**src/rtl/wvb_rdout_pkg.sv**
```systemverilog
// Shared definitions for the waveform-buffer readout path.
//   DEF_ADDR_W    : default DPRAM read-port address width
//   DEF_DATA_W    : default DPRAM read-port data width
//   rdout_state_t : readout controller state encoding
package wvb_rdout_pkg;

    localparam int unsigned DEF_ADDR_W = 11;
    localparam int unsigned DEF_DATA_W = 16;

    typedef enum logic [1:0] {
        ST_IDLE,
        ST_READ,
        ST_DRAIN,
        ST_DONE
    } rdout_state_t;

endpackage

```
**src/rtl/rdout_sync_fifo.sv**
```systemverilog
// Small synchronous FIFO used as the readout output buffer.
// The head entry is presented combinationally on rd_data (first-word
// fall-through) and reads as zero while the FIFO is empty.
//   clk, rst_n : clock, asynchronous active-low reset (empties the FIFO)
//   wr_en      : push wr_data (ignored when full)
//   rd_en      : pop the head entry (ignored when empty)
//   rd_data    : head entry
//   full/empty : occupancy flags
//   count      : number of stored entries, 0..DEPTH
module rdout_sync_fifo #(
    parameter int unsigned W     = 17,
    parameter int unsigned DEPTH = 4
) (
    input  logic                     clk,
    input  logic                     rst_n,
    input  logic                     wr_en,
    input  logic [W-1:0]             wr_data,
    input  logic                     rd_en,
    output logic [W-1:0]             rd_data,
    output logic                     full,
    output logic                     empty,
    output logic [$clog2(DEPTH):0]   count
);

    localparam int unsigned PTR_W = $clog2(DEPTH);
    localparam logic [PTR_W:0] FULL_CNT = (PTR_W + 1)'(DEPTH);
    localparam logic [PTR_W:0] CNT_ONE  = (PTR_W + 1)'(1);

    logic [W-1:0]     mem [DEPTH];
    logic [PTR_W-1:0] wr_ptr;
    logic [PTR_W-1:0] rd_ptr;
    logic             do_wr;
    logic             do_rd;

    assign full    = (count == FULL_CNT);
    assign empty   = (count == '0);
    assign do_wr   = wr_en && !full;
    assign do_rd   = rd_en && !empty;
    assign rd_data = empty ? '0 : mem[rd_ptr];

    always_ff @(posedge clk) begin
        if (do_wr) begin
            mem[wr_ptr] <= wr_data;
        end
    end

    always_ff @(posedge clk or negedge rst_n) begin
        if (!rst_n) begin
            wr_ptr <= '0;
            rd_ptr <= '0;
            count  <= '0;
        end else begin
            if (do_wr) begin
                wr_ptr <= wr_ptr + PTR_W'(1);
            end
            if (do_rd) begin
                rd_ptr <= rd_ptr + PTR_W'(1);
            end
            case ({do_wr, do_rd})
                2'b10:   count <= count + CNT_ONE;
                2'b01:   count <= count - CNT_ONE;
                default: ;
            endcase
        end
    end

endmodule

```
**src/rtl/dpram_rdout_ctrl.sv**
```systemverilog
// DPRAM readout controller: on dpram_run, reads dpram_len words (clamped to
// the DPRAM size) from DPRAM port B and streams them out with valid/ready.
//   clk, rst_n           : clock, asynchronous active-low reset
//   dpram_run, dpram_len : start pulse and word count from the writer
//   dpram_busy           : readout in progress
//   dpram_done           : one-cycle completion pulse
//   rd_addr, rd_data     : DPRAM port B (1-cycle read latency)
//   m_data, m_valid, m_last, m_ready : downstream stream
module dpram_rdout_ctrl
    import wvb_rdout_pkg::*;
#(
    parameter int unsigned ADDR_W     = DEF_ADDR_W,
    parameter int unsigned DATA_W     = DEF_DATA_W,
    parameter int unsigned FIFO_DEPTH = 4
) (
    input  logic              clk,
    input  logic              rst_n,
    input  logic              dpram_run,
    input  logic [15:0]       dpram_len,
    output logic              dpram_busy,
    output logic              dpram_done,
    output logic [ADDR_W-1:0] rd_addr,
    input  logic [DATA_W-1:0] rd_data,
    output logic [DATA_W-1:0] m_data,
    output logic              m_valid,
    output logic              m_last,
    input  logic              m_ready
);

    // One extra bit so a full-size readout (2^ADDR_W words) is representable.
    localparam int unsigned       LEN_W   = ADDR_W + 1;
    localparam int unsigned       CNT_W   = $clog2(FIFO_DEPTH) + 1;
    localparam logic [LEN_W-1:0]  MAX_LEN = LEN_W'(1) << ADDR_W;

    rdout_state_t     state;
    rdout_state_t     state_next;
    logic [LEN_W-1:0] len_q;
    logic [LEN_W-1:0] len_clamped;
    logic [LEN_W-1:0] word_cnt;
    logic             load;
    logic             issue;
    logic             credit_ok;
    logic             is_last_addr;
    logic             pop;

    // v1: address on rd_addr this cycle; v2: its data on rd_data this cycle.
    logic             v1;
    logic             v1_last;
    logic             v2;
    logic             v2_last;

    logic             fifo_full;
    logic             fifo_empty;
    logic [CNT_W-1:0] fifo_count;
    logic [DATA_W:0]  fifo_head;

    always_comb begin
        len_clamped = MAX_LEN;
        if (32'(dpram_len) <= 32'(MAX_LEN)) begin
            len_clamped = LEN_W'(dpram_len);
        end
    end

    // Reads still in the pipeline count against buffer space so the FIFO
    // can never overflow regardless of m_ready.
    assign credit_ok    = !fifo_full &&
                          ((32'(fifo_count) + 32'(v1) + 32'(v2)) < FIFO_DEPTH);
    assign is_last_addr = (word_cnt == (len_q - LEN_W'(1)));
    assign pop          = !fifo_empty && m_ready;

    always_comb begin
        state_next = state;
        issue      = 1'b0;
        load       = 1'b0;
        case (state)
            ST_IDLE: begin
                if (dpram_run) begin
                    load       = 1'b1;
                    state_next = ST_READ;
                end
            end
            ST_READ: begin
                // A zero-length run still spends one busy cycle here before DONE.
                if (len_q == '0) begin
                    state_next = ST_DONE;
                end else if (credit_ok) begin
                    issue = 1'b1;
                    if (is_last_addr) begin
                        state_next = ST_DRAIN;
                    end
                end
            end
            ST_DRAIN: begin
                if (pop && fifo_head[DATA_W]) begin
                    state_next = ST_DONE;
                end
            end
            ST_DONE: begin
                if (dpram_run) begin
                    load       = 1'b1;
                    state_next = ST_READ;
                end else begin
                    state_next = ST_IDLE;
                end
            end
            default: state_next = ST_IDLE;
        endcase
    end

    always_ff @(posedge clk or negedge rst_n) begin
        if (!rst_n) begin
            state    <= ST_IDLE;
            len_q    <= '0;
            word_cnt <= '0;
            rd_addr  <= '0;
            v1       <= 1'b0;
            v1_last  <= 1'b0;
            v2       <= 1'b0;
            v2_last  <= 1'b0;
        end else begin
            state <= state_next;
            if (load) begin
                len_q    <= len_clamped;
                word_cnt <= '0;
            end else if (issue) begin
                word_cnt <= word_cnt + LEN_W'(1);
            end
            if (issue) begin
                rd_addr <= word_cnt[ADDR_W-1:0];
            end
            v1      <= issue;
            v1_last <= issue && is_last_addr;
            v2      <= v1;
            v2_last <= v1_last;
        end
    end

    rdout_sync_fifo #(
        .W     (DATA_W + 1),
        .DEPTH (FIFO_DEPTH)
    ) u_fifo (
        .clk     (clk),
        .rst_n   (rst_n),
        .wr_en   (v2),
        .wr_data ({v2_last, rd_data}),
        .rd_en   (pop),
        .rd_data (fifo_head),
        .full    (fifo_full),
        .empty   (fifo_empty),
        .count   (fifo_count)
    );

    assign m_valid    = !fifo_empty;
    assign m_data     = fifo_head[DATA_W-1:0];
    assign m_last     = fifo_head[DATA_W];
    assign dpram_busy = (state == ST_READ) || (state == ST_DRAIN);
    assign dpram_done = (state == ST_DONE);

endmodule

```
**config.mk**
```make
export PLATFORM = sky130hd
export DESIGN_NAME = dpram_rdout_ctrl
export DESIGN_NICKNAME = d
export VERILOG_FILES = /design/src/rtl/wvb_rdout_pkg.sv /design/src/rtl/rdout_sync_fifo.sv /design/src/rtl/dpram_rdout_ctrl.sv
export SDC_FILE = /design/constraint.sdc
export NUM_CORES = 1
export LEC_CHECK = 0
export ABC_AREA = 0
export CORE_ASPECT_RATIO = 1.2
export CORE_MARGIN = 2
export CORE_UTILIZATION = 55
export DETAILED_ROUTE_END_ITERATION = 8
export PLACE_DENSITY = 0.79
export SLEW_MARGIN = 20
export SYNTH_ARGS = -nofsm -noshare
export SYNTH_HDL_FRONTEND = slang
export SYNTH_SLANG_ARGS = --single-unit
```
**constraint.sdc**
```tcl
create_clock -name clk -period 5.85 [get_ports clk]
set_input_delay 1.4625 -clock clk [delete_from_list [all_inputs] [get_ports clk]]
set_output_delay 1.4625 -clock clk [all_outputs]
set_load 0.01 [all_outputs]
```
==> reports/summary.txt, run 1 <==
status: finished, final reports clean
GRT Total Usage: 22.1%
Starting Density: 56.9%
commonest cells after routing, fill and taps aside: edfxtp_1, clkdlybuf4s50_1, nand2_1
final worst path period share: 68.1%
Netlist cell types: 49
Vias per Instance: 5.59
number of fill cells: 634
Power Dens Cells: 475 mW/mm²
Design Power: 3.09 mW
number of iterations in the first detailed-routing pass: 4
clock buffer count from CTS: 17
DRT iter0 DRCs: 187
# nets final: 500
Clock Latency Late Sink: 0.51 ns
hold-fix buffers at CTS: 0
Post-Synthesis Cells: 379
# Post-CTS Setup Buffers: 0
DP HPWL: 6580 µm
Rows: 38
DRT antenna net count: 0
# diodes: 0
Post-CTS Resized: 0
WL per Instance: 17.5 µm
Synth Flop Type: edfxtp_1
FMAX: 251 MHz
GR Overflow Total: 0
Reg clk slew, reported paths: 0.05 ns
core area: 0.00913 mm²
Area growth syn-to-layout: 25.2%
Static Leak: 2.53 nW
sequential element share of the synthesized area: 62.5%
number of global-route vias before repair: 3,485
setup_tns: 0 ns
Mean Syn Cell Area: 13.7 µm²
Buffers on Ports: 66
GP Congestion: 0.824
num ports: 67
Synth Register Bits: 116
Max Cap Viol: 0
Worst Path Max Fanout: 19
min cycle time layout: 3.99 ns
Die Ht: 110 µm
CTS max path bufs: 2
clk sinks: 116
Clock Skews: 0.00639 ns
first-pass GRT wire length: 17,300 µm
peak supply drop: 0.000311 V
H-tree levels: 4
critical path type: reg -> out
Hold Slack: 0.349 ns
Slew headroom: 40.6%
Yosys warning total: 0
Syn Nets: 430
RSZ-0062 raised after global routing: no
startpoint types: register
final setup vio count: 0
WL final: 10,200 µm
worst path arrival time: 2.52 ns
post-route DRC violation count: 0
largest net degree at the start of global routing: 49
worst slew pin tran: 0.891 ns
layout cell share with drive strength beyond 1: 12.6%
Mapped Area: 0.00519 mm²
number of vias in the routed layout: 3,252
DIE AREA: 0.0102 mm²
commonest non-fill, non-tap cell in the layout: edfxtp_1
clock root buffer: clkbuf_8
Worst Path Required: 4.39 ns
TritonCTS clock tree: done
max-slew violation count: 0
fraction of registers with async set/reset: 41.4%
initial antenna violation count: 0
worst hold-check path type: reg -> reg
Die Wd: 92.7 µm
Critical Path End Type: output port
Hold Vio Cnt, Final: 0
EDFF count, synth: 68
## layout make-up
type	instances	area (µm²)	area share [%]
Multi-Input combinational cell	233	1830	28.2
Clock buffer	17	414	6.37
Clock inverter	15	141	2.18
Inverter	15	56.3	0.867
Sequential cell	116	3240	49.9
Tap cell	120	150	2.31
Timing Repair Buffer	66	658	10.1
## where the power goes
part           internal (mW)  leakage [nW]  switching (mW)
clock network          0.597         0.256           0.349
registers               1.00          1.25           0.144
logic                  0.548          1.02           0.444
total                   2.15          2.53           0.936
## state kept, by name, indices dropped and copies added (netlist names)
| register | cells |
|---|---|
| u_fifo.mem | 68 |
| u_fifo.count | 3 |
| rd_addr | 11 |
| len_q | 12 |
| state | 2 |
| v2 | 1 |
| v1 | 1 |
| word_cnt | 12 |
| u_fifo.wr_ptr | 2 |
| u_fifo.rd_ptr | 2 |
| v1_last | 1 |
| v2_last | 1 |
## per-stage QoR
step	worst slack [ns]	util [%]	instance area [µm²]	instances
final	1.86	71.2	6500	582
after global routing	1.72	71.2	6500	582
after CTS	1.80	71.1	6490	582
after detailed placement	2.26	65.0	5930	550
after global placement	1.98	65.0	5930	550
after floorplan	2.31	-	5190	379
## cells in the mapped netlist, types with 2 or more instances
| cell | count | area share, % |
|---|---|---|
| nor2b_1 | 4 | 0.48 |
| and3_1 | 3 | 0.36 |
| nand4_1 | 4 | 0.48 |
| ha_1 | 14 | 3.4 |
| nand2_1 | 51 | 3.7 |
| o21ai_0 | 8 | 0.77 |
| buf_1 | 2 | 0.14 |
| xor2_1 | 14 | 2.4 |
| clkbuf_1 | 11 | 0.80 |
| mux4_2 | 17 | 7.4 |
| xnor2_1 | 16 | 2.7 |
| or3_1 | 3 | 0.36 |
| inv_1 | 15 | 1.1 |
| a22o_1 | 8 | 1.4 |
| and2_1 | 22 | 2.7 |
| nor3_1 | 5 | 0.48 |
| edfxtp_1 | 68 | 39 |
| dfrtp_1 | 48 | 23 |
| mux2i_1 | 4 | 0.77 |
| a31oi_1 | 3 | 0.36 |
| nor4_1 | 3 | 0.36 |
| nand3_1 | 6 | 0.58 |
| a21oi_1 | 6 | 0.58 |
| nor2_1 | 19 | 1.4 |
## routing by layer
metal	wire length (µm)	GRT usage, %	up-vias
li1	-	-	1505
met5	0	0	-
met3	363	6.41	8
met1	4050	25.8	1655
met2	5700	39.6	84
met4	63	5.78	0
## critical path: stages (launching register included)
cell and delay, ns:
dfrtp_2 0.76, mux4_2 0.60, and2_1 0.18, clkdlybuf4s50_1 0.47
## cell families after synthesis
family	count (synthesis)	synth area share [%]
simple gates	131	13.1
fa+ha+maj	15	3.76
buf+inv	30	2.34
compound gates	34	4.63
xor+xnor	30	5.06
flops	116	62.5
mux	23	8.58
## worst paths after layout
check                           slack (ns)                            to                          from  cells past startpoint
worst max register to register        2.76          state[1]$_DFFE_PN0P_          len_q[0]$_DFFE_PN0P_                      9
min in group asynchronous             0.97          len_q[7]$_DFFE_PN0P_                         rst_n                      1
worst min-delay path                  0.35             v2_last$_DFF_PN0_             v1_last$_DFF_PN0_                      0
worst max-delay path                  1.86                        m_last  u_fifo.rd_ptr[0]$_DFFE_PN0P_                      3
worst min register to register        0.35             v2_last$_DFF_PN0_             v1_last$_DFF_PN0_                      0
max in group asynchronous             4.44  u_fifo.rd_ptr[0]$_DFFE_PN0P_                         rst_n                      1
Power figures use the tool's default switching activity.
==> run 2: changes to the inputs <==
--- a/config.mk
+++ b/config.mk
@@ -8,9 +8,9 @@
 export ABC_AREA = 0
 export CORE_ASPECT_RATIO = 1.2
 export CORE_MARGIN = 2
-export CORE_UTILIZATION = 55
+export CORE_UTILIZATION = 50
 export DETAILED_ROUTE_END_ITERATION = 8
-export PLACE_DENSITY = 0.79
+export PLACE_DENSITY = 0.76
 export SLEW_MARGIN = 20
 export SYNTH_ARGS = -nofsm -noshare
 export SYNTH_HDL_FRONTEND = slang
==> constraint.sdc (replaced) <==
create_clock -name clk -period 3.5 [get_ports clk]
set_input_delay 0.875 -clock clk [delete_from_list [all_inputs] [get_ports clk]]
set_output_delay 0.875 -clock clk [all_outputs]
set_load 0.01 [all_outputs]
==> run 2 against run 1 <==
Power grew 71%. Clock skew grew 0.0072 ns. Final cell count grew 1.7%. Sequential power grew 63%.
==> reports/summary.txt, run 2 (same netlist as run 1, synthesis figures left out) <==
commonest non-fill, non-tap cell in the layout: edfxtp_1 (unchanged)
clk sinks: 116 (unchanged)
part of the power in registers: 35.3% (was 37.2%)
DRT met1 WL: 3980 µm (was 4050 µm)
number of vias in the routed layout: 3,216 (was 3,252)
Most flops, register: u_fifo.mem (unchanged)
WL per Instance: 16.9 µm (was 17.5 µm)
Area growth syn-to-layout: 26.3% (was 25.2%)
final worst path period share: 93.1%
largest net degree at the start of global routing: 49 (unchanged)
H-tree levels: 4 (unchanged)
Slew headroom: 39.7% (was 40.6%)
Reg clk slew, reported paths: 0.05 ns (about the same)
number of global-route vias before repair: 3,364 (was 3,485)
Static Leak: 2.57 nW (was 2.53 nW)
post-route DRC violation count: 0 (unchanged)
Largest regs: u_fifo.mem: 68 flops, len_q: 12 flops, word_cnt: 12 flops (unchanged)
# nets final: 504 (was 500)
final non-filler cell area: 0.00656 mm² (was 0.00650 mm²)
Worst Path Max Fanout: 18 (was 19)
Rows: 40 (was 38)
core area: 0.0101 mm² (was 0.00913 mm²)
placed instance area: 0.00597 mm² (was 0.00593 mm²)
DR WL met3: 458 µm (was 363 µm)
status: finished, final reports clean (unchanged)
worst path arrival time: 2.38 ns (was 2.52 ns)
clock buffer count from CTS: 17 (unchanged)
peak supply drop: 0.000397 V (was 0.000311 V)
Die Ht: 116 µm (was 110 µm)
FF-to-FF setup slack: 0.51 ns (was 2.76 ns)
sw frac: 29.3% (was 30.3%)
Clock Latency Late Sink: 0.41 ns (was 0.51 ns)
DRT antenna net count: 0 (unchanged)
final setup vio count: 0 (unchanged)
startpoint types: register (unchanged)
internal power: 3.74 mW (was 2.15 mW)
Comb pwr share: 32.6% (was 32.1%)
min cycle time layout: 3.26 ns
Clock Skews: 0.0136 ns (was 0.00639 ns)
max reg flops: 68 (unchanged)
FMAX: 307 MHz
first-pass GRT wire length: 16,800 µm (was 17,300 µm)
clock power share: 32.0% (was 30.7%)
number of fill cells: 754 (was 634)
# Post-CTS Setup Buffers: 0 (unchanged)
critical path type: reg -> out (unchanged)
Max Cap Viol: 0 (unchanged)
DIE AREA: 0.0112 mm² (was 0.0102 mm²)
GR Overflow Total: 0 (unchanged)
Max Used Layer: met4 (unchanged)
GP Congestion: 0.915 (was 0.824)
CTS max path bufs: 2 (unchanged)
Buffers on Ports: 66 (unchanged)
Die Wd: 97.0 µm (was 92.7 µm)
RSZ-0062 raised after global routing: no (unchanged)
worst slew pin tran: 0.904 ns (was 0.891 ns)
Power Dens Cells: 807 mW/mm² (was 475 mW/mm²)
initial antenna violation count: 0 (unchanged)
P_sw: 1.55 mW (was 0.936 mW)
layout cell share with drive strength beyond 1: 12.0% (was 12.6%)
clock root buffer: clkbuf_16 (was clkbuf_8)
worst hold-check path type: reg -> reg (unchanged)
routed wl met2: 5330 µm (was 5700 µm)
Hold Vio Cnt, Final: 0 (unchanged)
WL final: 9980 µm (was 10,200 µm)
hold-fix buffers at CTS: 0 (unchanged)
Vias per Instance: 5.43 (was 5.59)
num ports: 67 (unchanged)
setup_tns: 0 ns (unchanged)
Starting Density: 51.6% (was 56.9%)
DP HPWL: 6710 µm (was 6580 µm)
TritonCTS clock tree: done (unchanged)
GRT Total Usage: 19.3% (was 22.1%)
DRT iter0 DRCs: 122 (was 187)
Worst Path Required: 2.62 ns (was 4.39 ns)
max-slew violation count: 0 (unchanged)
number of iterations in the first detailed-routing pass: 4 (unchanged)
Post-CTS Resized: 0 (unchanged)
# diodes: 0 (unchanged)
Critical Path End Type: output port (unchanged)
commonest cells after routing, fill and taps aside: edfxtp_1, clkdlybuf4s50_1, nand2_1 (unchanged)
[run 2: final cells by class]
class                      count  area [µm²]  share of cell area [%]
clock buffer                  20         447                    6.81
tap                          126         158                    2.41
multi-input combinational    233        1830                    27.8
clock inverter                12         138                    2.10
timing repair buffer          70         688                    10.5
inverter                      15        56.3                   0.859
sequential                   116        3240                    49.5
[run 2: metal layers]
metal / up-vias / GRT usage, %
li1: 1524 / -
met1: 1579 / 22.4
met2: 95 / 33.9
met3: 18 / 5.91
met4: 0 / 7.89
met5: - / 0
[run 2: final timing paths]
check / from / to / depth (start not counted)
max in group asynchronous: rst_n / v2_last$_DFF_PN0_ / 1
max reg2reg: len_q[0]$_DFFE_PN0P_ / state[1]$_DFFE_PN0P_ / 9
min reg2reg: v1_last$_DFF_PN0_ / v2_last$_DFF_PN0_ / 0
min: v1_last$_DFF_PN0_ / v2_last$_DFF_PN0_ / 0
max: u_fifo.rd_ptr[1]$_DFFE_PN0P_ / m_data[5] / 3
min in group asynchronous: rst_n / word_cnt[7]$_DFFE_PN0P_ / 1
[run 2: worst max-delay path, cell delays in order, from the launching register on]
cell             delay [ns]
dfrtp_1                0.89
mux4_2                 0.43
and2_1                 0.18
clkdlybuf4s50_1        0.47
[run 2: power groups by stage]
stage | registers, mW | logic, mW | clock network (mW)
2_1_floorplan | 1.83 | 1.06 | 0
3_3_place_gp | 1.88 | 1.70 | 0
3_5_place_dp | 1.89 | 1.75 | 0
4_1_cts | 1.87 | 1.76 | 1.72
5_1_grt | 1.90 | 1.91 | 1.78
6_report | 1.87 | 1.73 | 1.69
[run 2: through the flow]
stage / total power, mW / util, % / cells / hold WS, ns / setup slack, ns
after floorplan: 2.89 / - / 379 / 0.331 / 0.543
after global placement: 3.58 / 59.3 / 560 / 0.334 / 0.675
after detailed placement: 3.64 / 59.3 / 560 / 0.341 / 0.569
after CTS: 5.35 / 65.1 / 592 / 0.351 / 0.205
after global routing: 5.59 / 65.2 / 592 / 0.352 / 0.153
final: 5.29 / 65.2 / 592 / 0.349 / 0.242
